[config.mk]
export PLATFORM = sky130hd
export DESIGN_NAME = tlb_8b_ctrl
export DESIGN_NICKNAME = d
export VERILOG_FILES = /design/src/rtl/tlb_8b_ctrl.sv
export SDC_FILE = /design/constraint.sdc
export NUM_CORES = 1
export LEC_CHECK = 0
export CAP_MARGIN = 10
export CORE_MARGIN = 2
export CORE_UTILIZATION = 50
export DETAILED_ROUTE_END_ITERATION = 7
export PLACE_DENSITY = 0.72
export SETUP_SLACK_MARGIN = 0.2
export SLEW_MARGIN = 30
export SYNTH_ARGS = -nofsm -noshare
export SYNTH_HDL_FRONTEND = slang
export SYNTH_SLANG_ARGS = --single-unit
export TNS_END_PERCENT = 10
[constraint.sdc]
create_clock -name clk -period 2.6 [get_ports clk]
set_input_delay 0.39 -clock clk [delete_from_list [all_inputs] [get_ports clk]]
set_output_delay 0.39 -clock clk [all_outputs]
set_load 0.01 [all_outputs]
[src/rtl/tlb_8b_ctrl.sv]
// Small fully-associative VPN->PPN translation cache with a page-table miss handshake.
// Misses fill the lowest free entry, otherwise the round-robin replacement slot.
module tlb_8b_ctrl #(
  parameter int unsigned TLB_ENTRIES    = 4,
  parameter int unsigned TIMEOUT_CYCLES = 64
) (
  input  logic        clk,
  input  logic        rst_n,
  input  logic        req_valid_i,
  input  logic [5:0]  req_vpn_i,
  output logic        req_ready_o,
  output logic        resp_valid_o,
  output logic [5:0]  resp_ppn_o,
  output logic        resp_hit_o,
  output logic        resp_fault_o,
  input  logic        flush_i,
  output logic        pt_rqst_o,
  output logic [5:0]  pt_addr_o,
  input  logic        pt_complete_i,
  input  logic [11:0] pt_return_i
);

  localparam int unsigned PtrW = $clog2(TLB_ENTRIES);
  localparam int unsigned CntW = $clog2(TIMEOUT_CYCLES + 1);
  localparam logic [CntW-1:0] CntLast = CntW'(TIMEOUT_CYCLES - 1);
  localparam logic [PtrW-1:0] PtrLast = PtrW'(TLB_ENTRIES - 1);

  typedef enum logic [2:0] {
    StIdle, StLookup, StMiss, StFill, StResp, StFault, StCool
  } state_e;

  state_e                 state_q, state_d;
  logic [TLB_ENTRIES-1:0] valid_q, valid_d;
  logic [5:0]             tag_q  [TLB_ENTRIES];
  logic [5:0]             data_q [TLB_ENTRIES];
  logic [PtrW-1:0]        ptr_q, ptr_d;
  logic [CntW-1:0]        cnt_q, cnt_d;
  logic [5:0]             vpn_q, ppn_q, pt_addr_q;
  logic                   hit_q;

  logic                   lookup_hit;
  logic [5:0]             lookup_ppn;
  logic                   free_found;
  logic [PtrW-1:0]        free_idx, fill_idx;
  logic                   lookup_served;

  // The VPN half of the PTE is trusted rather than checked.
  logic unused_pte_vpn;
  assign unused_pte_vpn = ^pt_return_i[11:6];

  always_comb begin
    lookup_hit = 1'b0;
    lookup_ppn = '0;
    for (int i = 0; i < int'(TLB_ENTRIES); i++) begin
      if (valid_q[i] && tag_q[i] == vpn_q) begin
        lookup_hit = 1'b1;
        lookup_ppn = data_q[i];
      end
    end
    free_found = 1'b0;
    free_idx   = '0;
    for (int i = int'(TLB_ENTRIES) - 1; i >= 0; i--) begin
      if (!valid_q[i]) begin
        free_found = 1'b1;
        free_idx   = PtrW'(i);
      end
    end
  end

  assign fill_idx      = free_found ? free_idx : ptr_q;
  // A flush landing on the lookup edge must not be answered from stale entries.
  assign lookup_served = lookup_hit && !flush_i;

  always_comb begin
    state_d = state_q;
    cnt_d   = '0;
    valid_d = valid_q;
    ptr_d   = ptr_q;
    unique case (state_q)
      StIdle:   if (req_valid_i) state_d = StLookup;
      StLookup: state_d = lookup_served ? StResp : StMiss;
      StMiss: begin
        if (pt_complete_i) begin
          state_d = StFill;
        end else if (cnt_q == CntLast) begin
          state_d = StFault;
        end else begin
          cnt_d = cnt_q + 1'b1;
        end
      end
      StFill: begin
        state_d           = StResp;
        valid_d[fill_idx] = 1'b1;
        if (!free_found) ptr_d = (ptr_q == PtrLast) ? '0 : ptr_q + 1'b1;
      end
      StResp, StFault: state_d = StCool;
      StCool:          state_d = StIdle;
      default:         state_d = StIdle;
    endcase
    if (flush_i) valid_d = '0;
  end

  always_ff @(posedge clk or negedge rst_n) begin
    if (!rst_n) begin
      state_q   <= StIdle;
      valid_q   <= '0;
      ptr_q     <= '0;
      cnt_q     <= '0;
      vpn_q     <= '0;
      ppn_q     <= '0;
      hit_q     <= 1'b0;
      pt_addr_q <= '0;
      for (int i = 0; i < int'(TLB_ENTRIES); i++) begin
        tag_q[i]  <= '0;
        data_q[i] <= '0;
      end
    end else begin
      state_q <= state_d;
      valid_q <= valid_d;
      ptr_q   <= ptr_d;
      cnt_q   <= cnt_d;
      if (state_q == StIdle && req_valid_i) vpn_q <= req_vpn_i;
      if (state_q == StLookup) begin
        hit_q <= lookup_served;
        ppn_q <= lookup_ppn;
        if (!lookup_served) pt_addr_q <= vpn_q;
      end
      if (state_q == StMiss && pt_complete_i) ppn_q <= pt_return_i[5:0];
      if (state_q == StFill) begin
        tag_q[fill_idx]  <= vpn_q;
        data_q[fill_idx] <= ppn_q;
      end
    end
  end

  assign req_ready_o  = (state_q == StIdle);
  assign resp_valid_o = (state_q == StResp) || (state_q == StFault);
  assign resp_ppn_o   = (state_q == StResp) ? ppn_q : 6'h00;
  assign resp_hit_o   = (state_q == StResp) && hit_q;
  assign resp_fault_o = (state_q == StFault);
  assign pt_rqst_o    = (state_q == StMiss);
  assign pt_addr_o    = pt_addr_q;

endmodule

# Yosys cells after proc, flatten, opt, wreduce, memory -nomap -nowiden
# Index checks and enable logic that the tools add are counted.
[classes]
n_addsub = 2
multipliers = 0
div_mod_pow = 0
magnitude_cmp = 4
eq_ne = 13
n_shift = 0
mux = 37
bitwise_logic = 4
n_reduce_logical = 19
[op_table]
columns = ["op", "count"]
rows = [
  ["$bwmux W24", 2],
  ["$mux W6", 8],
  ["$eq A6 B6 Y1", 4],
  ["$mux W7", 3],
  ["$pmux W3 S5", 1],
  ["$demux W6 S2", 1],
  ["$mux W2", 6],
  ["$mux W3", 4],
  ["$logic_and A1 B1 Y1", 10],
  ["$mux W1", 9],
  ["$mux W4", 2],
  ["$add A7 B1 Y7 const B", 1],
  ["$eq A7 B6 Y1 const B", 1],
  ["$eq A3 B2 Y1 const B", 2],
  ["$eq A3 B3 Y1 const B", 2],
  ["$reduce_and A2 Y1", 3],
  ["$or A4 B4 Y4", 1],
  ["$reduce_bool A2 Y1", 2],
  ["$eq A3 B1 Y1 const B", 1],
  ["$ge A3 B3 Y1 const B", 1],
  ["$logic_not A3 Y1", 1],
  ["$lt A2 B3 Y1 const B", 1],
  ["$lt A3 B1 Y1 const B", 1],
  ["$ne A3 B1 Y1 const B", 1],
  ["10 further kinds", 11],
]
[totals]
regBits = 83
latch_bits = 0
ram_bits = 0
romBits = 0
input_bits = 23
output_inout_bits = 17
wordCells = 95
mem_count = 0

# Logic depth before layout (Yosys ltp)
[logic_depth]
word_depth = 12
ltp_mapped = 8
mapped_depth_nobuf = 6

# Worst setup path after synthesis
# OpenSTA, ideal clock, no wires.
[synth_timing]
path_type = "reg-to-reg"
start = "register vpn_q[0]"
end = "register pt_addr_q[0] (netlist: pt_addr_o[0])"
setup_time_ns = 0.125
arrival_ns = 1.870
required_time_ns = 2.475
slack_ns = 0.605
stages_incl_launch_ff = 8
path_buffers = 2
synth_period_minus_slack_ns = 1.995
cell_sequence = "dfrtp_1 > buf_6 > xor2_1 > or4_4 > buf_6 > a41oi_4 > nor2_4 > mux2_4"
[synth_via]
elab_chain_cells = 9
word_cells_on_any_way = 15
classes_between = "eq/ne: 4; mux: 4; bitwise: 1; reduce/logical: 6"
[synth_lines]
columns = ["element", "line_no", "text"]
rows = [
  ["from (decl)", "38", "logic [5:0] vpn_q, ppn_q, pt_addr_q;"],
  ["from (signal assigned)", "122", "if (state_q == StIdle && req_valid_i) vpn_q <= req_vpn_i;"],
  ["$eq A6 B6 Y1", "55", "if (valid_q[i] && tag_q[i] == vpn_q) begin"],
  ["$logic_and A1 B1 Y1", "55", ""],
  ["$mux W1 (4 in series)", "55", ""],
  ["$logic_and A1 B1 Y1", "72", "assign lookup_served = lookup_hit && !flush_i;"],
  ["$not A1 Y1 (no source line)", "n/a", ""],
  ["$reduce_and A2 Y1 (no source line)", "n/a", ""],
  ["to (signal assigned)", "126", "if (!lookup_served) pt_addr_q <= vpn_q;"],
  ["to (decl)", "38", ""],
]
# Parallel ways exist; a longest one is shown, timed or not.
# A chain may end at the register's enable or synchronous reset.

# Worst setup path in the final report
[layout_timing]
start = "register state_q[1]"
end = "output port resp_hit_o"
[layout_via]
elab_chain_cells = 2
[layout_lines]
columns = ["element", "line_no", "text"]
rows = [
  ["from (decl)", "32", "state_e state_q, state_d;"],
  ["from (signal assigned)", "105", "state_q <= StIdle;"],
  ["from (signal assigned)", "118", "state_q <= state_d;"],
  ["$eq A3 B3 Y1", "139", "assign resp_hit_o = (state_q == StResp) && hit_q;"],
  ["$logic_and A1 B1 Y1", "139", ""],
  ["to (decl)", "14", "output logic resp_hit_o,"],
]
# No other way between the ends.

==> metrics <==
worst path required time 2.21 ns; standard-cell rows 32; top routing layer in use met4; number of enable flip-flop cells after synthesis 0; cells after synthesis 324; Seq/Total Area, Yosys 52.61%; top cell family by delay on the critical path buffers and inverters; largest family of logic cells by synthesized area multiplexers; clock root cell clkbuf_8; FF+latch count, synth 83; post-synthesis mux area share 16.83%; Max Transition Viols Final 0; Vias per Instance 5.419; Placer Congestion 0.7753; Layout area overhead 17.56%; leading area contributor after synthesis dfrtp_1; Ant. Diodes 0; FFs w/ async S/R, synth 100.0%; Worst Reg-to-Reg Cells 6; IO Pins 40; compound-cell area share of the yosys netlist 7.797%; Primary FF master, synth dfrtp_1; Initial DRC Count 88; die area 0.008622 sq mm; yosys synthesis warning count 0; worst vdd rail ir drop 0.6784 mV; clk slew on worst S/H paths 0.09 ns; Mapped Area 0.003948 sq mm; R2R Setup Slk 0.34 ns; setup ws final 0.3138 ns; worst-path maximum fanout 7; max-cap viol count 0; dpl ws 0.3291 ns; Area contributors post-synth dfrtp_1 (53%), mux2_2 (14%), xor2_1 (3.3%), xnor2_1 (2.9%), mux2_4 (2.3%); Adder-Cell Fraction of Synth Area 0.6339%; CTS H-tree lvls 3; clock skew 0.01256 ns; PwrDens 999.4 mW/mm^2; CTS tree done; Remaining Overflow, GRT 0; Mapped Avg Cell Area 12.18 sq um; Bufs and invs on worst path 2; DRT met1 WL 3.383 mm; XOR/XNOR share of the synthesized area 6.212%; vias in the first global route 2578; Synth Area in Simple Gates 11.85%; Startpoint Class flop; status completed; Detail Route Antenna Nets 0; number of buffers added on ports 33; Initial Utilization 51.35%; Max clock buf depth 2; placed cells 453; stages on the worst setup path 5; Vias 2547; detailed-route DRC error count 0; Tcrit/Tclk final 87.93%; Crit. End Element output pin; top-area cell type share of the netlist area 52.61%; GRT Total Usage 19.35%; final setup vio count 0; largest net degree at the start of global routing 52; critical path, cell by cell nand2b_4 > nor2_1 > buf_4 > and2_1 > clkdlybuf4s50_1; WL final 7.595 mm; fin crit period 2.286 ns; wire per inst 16.16 um; met2 wire len 3.908 mm; critical path class reg -> out; routed wl met3 197 um; HPWL after detailed placement 5.169 mm; TritonCTS Sinks 83; crit path capture resp_hit_o; syn nets 349; Die Y 92.86 um; Worst-Skew Late Latency 0.35 ns; initial antenna violation count 0; share of cells above drive strength 1 26.09%; first-pass GRT wire length 12.83 mm; Leak 2.082 nW; Crit-path slowest cell clkdlybuf4s50_1; Placeable Area 0.007687 sq mm; crit path launch state_q[1]; worst reg2reg path endpoint pt_addr_o[4]; CTS Buf Count 9; Fin. Hold Viols 0; worst-margin pin slew 0.6814 ns; Setup TNS 0 ns; unrepaired setup endpoints after global routing false; Worst path max stage delay 0.54 ns; Layout Cells excl Fill 470; die span in x 92.86 um; Slew headroom 54.46%; CP arrival 1.90 ns; final core utilization 60.37%; Max Clk Rate 437.4 MHz; Final nets 389; Initial DRT Pass Iterations 4; count of cell types in the netlist 43; start of the worst register-to-register path vpn_q[2]; Hold WC Path Type reg -> reg
==> Yosys cell counts (2+ instances only) <==
master,n
o21ai_0,14
buf_1,2
xor2_1,15
nand2b_1,3
mux2_4,6
and2_1,12
buf_2,2
mux2_2,50
clkbuf_1,6
nand3_1,9
xnor2_1,13
or4_4,2
inv_1,9
dfrtp_1,83
nand3b_1,7
nand4_1,4
buf_6,7
o211ai_1,6
ha_1,2
o311ai_1,6
nor2_1,15
nor3_1,4
nand2_1,14
a21oi_1,14
==> kinds of logic after synthesis <==
logic type / after synthesis
xor+xnor: 28
buf+inv: 27
fa+ha+maj: 2
mux: 57
compound gates: 46
flops: 83
simple gates: 81
==> registers in the layout, summed over array words and instances, names as in the netlist <==
| name | flops |
|---|---|
| vpn_q | 6 |
| ptr_q | 2 |
| hit_q | 1 |
| ppn_q | 6 |
| state_q | 3 |
| cnt_q | 7 |
| data_q | 24 |
| valid_q | 4 |
| tag_q | 24 |
| pt_addr_o | 6 |
==> how the worst min path moves through the flow <==
stage              from  endpoint  slack (ns)  cells past startpoint
2_1_floorplan     rst_n  cnt_q[0]        0.09                      0
3_3_place_gp      rst_n  cnt_q[3]        0.36                      1
3_5_place_dp      rst_n  cnt_q[3]        0.36                      1
4_1_cts        cnt_q[0]  cnt_q[0]        0.47                      1
5_1_grt           hit_q     hit_q        0.51                      1
6_report       cnt_q[0]  cnt_q[0]        0.47                      1
==> where the power goes <==
part	switching, mW	total, mW	leakage, nW	internal [mW]
clock	0.449	1.08	0.112	0.632
combinational	0.659	1.51	0.885	0.854
sequential	0.390	2.04	1.08	1.65
==> stage by stage <==
step / instance area, sq um / power, mW / hold slack, ns
after floorplan: 3948 / 3.082 / 0.09441
after CTS: 4626 / 4.666 / 0.4725
after global placement: 4384 / 3.517 / 0.3577
after global routing: 4641 / 4.942 / 0.5070
final: 4641 / 4.638 / 0.4705
after detailed placement: 4384 / 3.567 / 0.3587
==> placed cells by master (no fill, tap or decap), types with 2 or more instances in the layout <==
| master | count |
|---|---|
| xor2_1 | 15 |
| o211ai_1 | 6 |
| nor3_1 | 3 |
| ha_1 | 2 |
| o21ai_0 | 14 |
| xnor2_1 | 13 |
| clkbuf_8 | 9 |
| o311ai_1 | 6 |
| nand3b_1 | 7 |
| mux2_2 | 50 |
| inv_1 | 9 |
| nor2_1 | 15 |
| bufinv_16 | 3 |
| nor3_2 | 2 |
| a21oi_1 | 14 |
| mux2_4 | 6 |
| nand4_1 | 4 |
| clkdlybuf4s50_1 | 32 |
| dfrtp_1 | 82 |
| or4_4 | 2 |
| nand3_1 | 9 |
| nand2_1 | 14 |
| nand2b_1 | 2 |
| and2_1 | 12 |
| buf_4 | 13 |
==> layer usage <==
metal	global-route usage (%)	up-vias
met4	7.230	0
met2	32.25	30
met5	0	-
li1	-	1210
met3	3.255	8
met1	25.46	1299
==> worst reg2reg max path, delay by kind of cell (launching register included) <==
kind,cells,cell delay [ns]
multiplexers,1,0.32
XOR/XNOR,1,0.18
AO/OA/AOI/OAI,1,0.28
flip-flops,1,0.59
AND/OR/NAND/NOR,3,0.78
==> cell type report <==
class,count,area [sq um]
timing repair buffer,47,447.9
multi-input combinational,214,1723
clock buffer,10,127.6
clock inverter,5,102.6
sequential,83,2078
inverter,9,33.78
tap,102,127.6
fill,656,3047
==> timing repair <==
action                                  CTS  global route
endpoints found under the setup margin    1             7
hold buffers                              1             0
endpoints found under the hold margin    32             0
gates resized for setup                   1             1
buffers inserted                          0             1
No activity file was read; power rests on OpenSTA's default activity.
